[config.mk]
export PLATFORM = sky130hd
export DESIGN_NAME = led_pattern_shifter
export DESIGN_NICKNAME = d
export VERILOG_FILES = /design/src/rtl/led_pattern_shifter.sv
export SDC_FILE = /design/constraint.sdc
export NUM_CORES = 1
export LEC_CHECK = 0
export CAP_MARGIN = 20
export CORE_UTILIZATION = 45
export CTS_CLUSTER_SIZE = 12
export DETAILED_ROUTE_END_ITERATION = 8
export GPL_TIMING_DRIVEN = 0
export PLACE_DENSITY = 0.67
export SLEW_MARGIN = 0
export SYNTH_ARGS = -nofsm -noshare
export SYNTH_HDL_FRONTEND = slang
export SYNTH_SLANG_ARGS = --single-unit
[constraint.sdc]
create_clock -name clk -period 2.2 [get_ports clk]
set_input_delay 0.33 -clock clk [delete_from_list [all_inputs] [get_ports clk]]
set_output_delay 0.33 -clock clk [all_outputs]
set_load 0.05 [all_outputs]
[src/rtl/led_pattern_shifter.sv]
// LED pattern engine: prescaled single-clock stepping with hold, rotate and bounce motion.
// Optional macro STEP_COUNT_EN adds a 16-bit step_count output.
module led_pattern_shifter #(
    parameter int              WIDTH         = 8,
    parameter int              CLK_HZ        = 50000000,
    parameter int              STEP_HZ       = 1,
    parameter logic [WIDTH-1:0] RESET_PATTERN = {{(WIDTH-1){1'b0}}, 1'b1}
) (
    input  logic             clk,
    input  logic             nrst,
    input  logic             load,
    input  logic [WIDTH-1:0] load_data,
    input  logic [1:0]       mode,
    input  logic             run,
    output logic [WIDTH-1:0] led,
    output logic             dir,
    output logic             step_tick
`ifdef STEP_COUNT_EN
    ,
    output logic [15:0]      step_count
`endif
);

    localparam int DIV   = CLK_HZ / STEP_HZ;
    localparam int CNT_W = (DIV > 1) ? $clog2(DIV) : 1;
    localparam logic [CNT_W-1:0] DIV_LAST = CNT_W'(DIV - 1);

    generate
        if (DIV < 2) begin : g_div_check
            $error("led_pattern_shifter: CLK_HZ/STEP_HZ must be at least 2");
        end
    endgenerate

    logic [CNT_W-1:0] presc;
    logic             step;
    logic [WIDTH-1:0] led_nxt;
    logic             dir_nxt;

    function automatic logic [WIDTH-1:0] rotl(input logic [WIDTH-1:0] v);
        return {v[WIDTH-2:0], v[WIDTH-1]};
    endfunction

    function automatic logic [WIDTH-1:0] rotr(input logic [WIDTH-1:0] v);
        return {v[0], v[WIDTH-1:1]};
    endfunction

    assign step = run && (presc == DIV_LAST);

    // Bounce reverses before shifting when the lit end has been reached.
    always_comb begin
        led_nxt = led;
        dir_nxt = dir;
        case (mode)
            2'b01: led_nxt = rotl(led);
            2'b10: led_nxt = rotr(led);
            2'b11: begin
                if (!dir && led[WIDTH-1]) begin
                    dir_nxt = 1'b1;
                    led_nxt = rotr(led);
                end else if (dir && led[0]) begin
                    dir_nxt = 1'b0;
                    led_nxt = rotl(led);
                end else if (dir) begin
                    led_nxt = rotr(led);
                end else begin
                    led_nxt = rotl(led);
                end
            end
            default: ;
        endcase
    end

    always_ff @(posedge clk or negedge nrst) begin
        if (!nrst) begin
            presc     <= '0;
            led       <= RESET_PATTERN;
            dir       <= 1'b0;
            step_tick <= 1'b0;
        end else if (load) begin
            presc     <= '0;
            led       <= load_data;
            dir       <= 1'b0;
            step_tick <= 1'b0;
        end else begin
            step_tick <= step;
            if (run) begin
                presc <= (presc == DIV_LAST) ? '0 : presc + CNT_W'(1);
            end
            if (step) begin
                led <= led_nxt;
                dir <= dir_nxt;
            end
        end
    end

`ifdef STEP_COUNT_EN
    always_ff @(posedge clk or negedge nrst) begin
        if (!nrst) begin
            step_count <= '0;
        end else if (load) begin
            step_count <= '0;
        end else if (step) begin
            step_count <= step_count + 16'd1;
        end
    end
`endif

endmodule
=== After elaboration in Yosys (flattened, before gate mapping) ===
Index checks and enable logic that the tools add are counted.

* Register bits after elaboration: 36
* Input port bits: 14
* Output and inout port bits: 10
* Logic and storage cells: 35

* Reduce and logical (&&, ||, !) cells: 11
* Add/sub/neg operators: 1
* Mux-type cells: 15
* Equality and inequality tests: 4

{| class="wikitable"
|+ Operators with widths
! kind !! count
|-
| $mux W26 || 3
|-
| $mux W8 || 5
|-
| $add A26 B1 Y26 const B || 1
|-
| $eq A26 B26 Y1 const B || 1
|-
| $pmux W8 S3 || 1
|-
| $mux W1 || 6
|-
| $reduce_bool A2 Y1 || 3
|-
| $eq A2 B2 Y1 const B || 2
|-
| $reduce_bool A4 Y1 || 1
|-
| $logic_and A1 B1 Y1 || 3
|-
| $reduce_and A3 Y1 || 1
|-
| $reduce_bool A3 Y1 || 1
|-
| $eq A2 B1 Y1 const B || 1
|-
| $reduce_and A2 Y1 || 1
|-
| $logic_not A1 Y1 || 1
|}

=== Longest topological paths before layout ===
* Depth after elaboration: 6
* Mapped depth: 7
* Depth with buffers taken out: 6

=== Worst setup path after synthesis ===
No wires, ideal clock.

* Path type: reg2reg
* Start point: register presc[0]
* End point: register presc[22]
* Path buffers: 0
* Stages on the path, launching flop included: 7
* Library setup time: 0.132 ns
* Period minus slack after synthesis: 1.887 ns
* Required time: 2.068 ns
* Slack: 0.313 ns
* Data arrival time: 1.755 ns
* Path through: dfrtp_1 > ha_1 > nand3_1 > nor4_1 > nand4_1 > xor2_1 > nor2_1

* Cells in the longest elaborated chain, start to end: 4
* Elaborated cells on any way between the ends: 5
* Classes of those cells: add/sub: 1; eq/ne: 1; mux: 3

{| class="wikitable"
|+ Ends and longest elaborated chain
! what !! line !! source
|-
| from (decl) || 34 || <nowiki>logic [CNT_W-1:0] presc;</nowiki>
|-
| from (signal assigned) || 87 || <nowiki>presc <= (presc == DIV_LAST) ? '0 : presc + CNT_W'(1);</nowiki>
|-
| $add A26 B1 Y26 / $eq A26 B26 Y1 (equally long branches) || 87 ||
|-
| $mux W26 * || 87 ||
|-
| $mux W26 * || 86 || <nowiki>if (run) begin</nowiki>
|-
| $mux W26 * || 79 || <nowiki>end else if (load) begin</nowiki>
|}

Mark *: on every way between the ends. The rest lies on a longest branch, timed or not. The select of a mux whose other input is x is not followed.
A chain may end at the register's enable or synchronous reset.

=== Worst setup path in the final report ===
* Start point: register presc[18]
* End point: register led[7]

* Cells in the longest elaborated chain, start to end: 4

{| class="wikitable"
|+ Ends and longest elaborated chain
! what !! line !! source
|-
| $eq A26 B26 Y1 || 47 || <nowiki>assign step = run && (presc == DIV_LAST);</nowiki>
|-
| $logic_and A1 B1 Y1 || 47 ||
|-
| $reduce_bool A2 Y1 (no source line) || -- ||
|-
| $reduce_and A2 Y1 (no source line) || -- ||
|-
| to (signal assigned) || 81 || <nowiki>led <= load_data;</nowiki>
|-
| to (signal assigned) || 90 || <nowiki>led <= led_nxt;</nowiki>
|-
| to (decl) || 15 || <nowiki>output logic [WIDTH-1:0] led,</nowiki>
|}

Every way passes these cells.

==> flow_metrics.tcl <==
set metrics [dict create \
    outcome "finished, final reports clean" \
    crit_family "simple AND/OR/NAND/NOR gates" \
    setup_tns_ns 0 \
    fin_crit_sh 0.938 \
    clk_latency_ns 0.29 \
    cp_max_fo 7 \
    synthFlopType "dfrtp_1" \
    final_antenna_net_count 0 \
    slowest_delay_ns 0.46 \
    drt_iter0_drc 90 \
    worstMarginPinSlew_ns 0.819 \
    p_seq_frac 0.452 \
    ff2ff_path_depth 6 \
    power_density_mw_per_mm2 634 \
    grt_util_all_layers 0.217 \
    grt_max_degree 37 \
    syn_to_final_growth_pct 22.4 \
    maxSlewHeadroom 0.454 \
    dp_cells 313 \
    die_y_um 69.3 \
    clkTransAtPathRegs_ns 0.08 \
    nets 285 \
    utilization 0.572 \
    htreeDepth 2 \
    core_mm2 0.00435 \
    cts_buffer_depth 2 \
    critPathCaptureType "register" \
    ios 24 \
    hold_viol 0 \
    dpl_worst_slack_ns -0.386 \
    reg2reg_from "presc[18]" \
    ys_ff_latch 36 \
    worstHoldPathType "in -> async" \
    max-vdd-ir-drop_mv 0.354 \
    synth_area_mm2 0.00204 \
    start_util 0.468 \
    path_class "reg -> reg" \
    grt_pass1_vias 1787 \
    swShare 0.260 \
    drive_above_1_share 0.0849 \
    grt_antenna_before_repair 0 \
    async_flop_share 1.00 \
    finalCriticalPeriod_ns 2.06 \
    path_cells "nor4bb_2 -> and4_2 -> and3_1 -> clkbuf_1 -> nor2b_1 -> a221o_1" \
    whs_ns 0.125 \
    cts_tree "built" \
    place_congestion 0.788 \
    rows 24 \
    critPathArrivalTime_ns 2.30 \
    grt_first_pass_wirelength_mm 8.31 \
    fill_cells 394 \
    synth.avg_cell_area_um2 8.59 \
    clockRootBuffer "clkbuf_8" \
    setup_ws_ns 0.136 \
    r2r_end "led[7]" \
    drt_first_pass_iters 5 \
    fin_cells 323 \
    seq_area_frac_synth 0.443 \
    wirelength_mm 4.72 \
    final_cell_mix "nor2_1 (35), dfrtp_1 (35), clkdlybuf4s50_1 (22), nand2_1 (21), o21ai_0 (15)" \
    seq_area_um2 902 \
    cts_buffers 5 \
    path_buf_inv 1 \
    synthDistinctLibCells 39 \
    cellLeakagePower_uw 0.000987 \
    combPwrFrac 0.139 \
    synth-edff-count 0 \
    clock-sinks 36 \
    clkPwrFrac 0.409 \
    maxCapViolCount 0 \
    diodes 0 \
    synth_cells 237 \
    cts_hold_buf 0 \
    slew_violations 0 \
    drc 0 \
    required_ns 2.43 \
    die_w_um 69.3 \
    io_buffer_count 23 \
    fmax_mhz 484 \
    slowest_stage "dfrtp_1" \
    startpoint_type "register" \
    grt_setup_unrepaired "no" \
    vias_per_cell 5.69 \
    syn_nets 252 \
    setup_viol 0 \
    dp.final_hpwl_mm 3.30 \
    ys.warnings.count 0 \
    num_vias 1837 \
    clock_skew_ns 0.00586 \
    grt_overflow 0 \
    power.switching_uw 410 \
    intPower_uw 1170 \
    multi_input_area_mm2 0.00108 \
    die_area_mm2 0.00480 \
    wl_per_cell_um 14.6 \
    rrSetupSlack_ns 0.14 \
]
==> power by group through the flow <==
| stage | clock, uW | sequential (uW) | combinational, uW |
|---|---|---|---|
| 6_report | 647 | 715 | 220 |
| 5_1_grt | 688 | 719 | 242 |
| 4_1_cts | 661 | 714 | 218 |
| 3_5_place_dp | 0 | 727 | 217 |
| 3_3_place_gp | 0 | 728 | 216 |
| 2_1_floorplan | 0 | 776 | 71.7 |
==> routing by layer <==
layer,vias up,GRT usage,share of wire
li1,907,-,-
met1,875,0.288,0.47
met2,47,0.335,0.47
met3,8,0.0610,0.046
met4,0,0.0862,0.017
met5,-,0,0
==> registers in the layout (all words and copies together) (netlist names) <==
name / count
presc: 26
dir: 1
step_tick: 1
led: 8
==> worst register-to-register path, delay by kind of cell, from the launching register on <==
family / cells / cell delay, ns
compound gates: 1 / 0.16
buf+inv: 1 / 0.24
flops: 1 / 0.46
simple gates: 4 / 1.15
==> metrics by stage <==
stage	power [uW]	cell area, um2
after floorplan	848	2040
after global placement	944	2330
after detailed placement	944	2330
after CTS	1590	2460
after global routing	1650	2490
final	1580	2490
==> area by class of cell <==
cell class,count,area share
Multi-Input combinational cell,184,0.433
Buffer,8,0.0161
Timing Repair Buffer,26,0.0984
Clock buffer,7,0.0387
Clock inverter,1,0.0120
Tap cell,52,0.0261
Inverter,9,0.0136
Sequential cell,36,0.362
==> cells by family after synthesis <==
group                    share of synthesized area
AND/OR/NAND/NOR                              0.304
XOR/XNOR                                    0.0774
flip-flops                                   0.443
AO/OA/AOI/OAI                                0.136
adder cells (fa/ha/maj)                    0.00615
buffers and inverters                       0.0332
==> how the worst max path moves through the flow <==
| stage | start | endpoint | depth (start not counted) | slack [ns] |
|---|---|---|---|---|
| after CTS | presc[18] | presc[15] | 6 | 0.03 |
| after floorplan | presc[0] | presc[22] | 6 | 0.31 |
| final | presc[18] | led[7] | 6 | 0.14 |
| after global placement | run | presc[22] | 7 | -0.67 |
| after global routing | presc[1] | led[7] | 7 | 0.02 |
| after detailed placement | run | presc[22] | 8 | -0.39 |
==> synthesized netlist by cell type, drive strengths merged (2+ instances only) <==
cell type,instances,share of area
a21boi,2,0.0074
a21oi,10,0.025
a222oi,4,0.020
a31oi,4,0.012
and2,3,0.0092
and3,3,0.0092
and4,2,0.0086
buf,2,0.0055
clkbuf,6,0.011
dfrtp,35,0.43
inv,9,0.017
nand2,21,0.039
nand2b,7,0.022
nand3,14,0.034
nand4,11,0.034
nor2,35,0.065
nor2b,3,0.0092
nor3,8,0.020
nor4,4,0.012
o21ai,15,0.037
o31ai,3,0.011
or3,3,0.0092
or4b,2,0.0098
xnor2,11,0.047
xor2,7,0.030
==> what timing repair did <==
item                                    CTS  global route
pin swaps                                 0             0
gates resized for setup                   2             7
gates cloned                              0             0
buffers inserted                          0             2
endpoints found under the setup margin   10            13
Note: power is estimated with default switching activity, not from simulation.
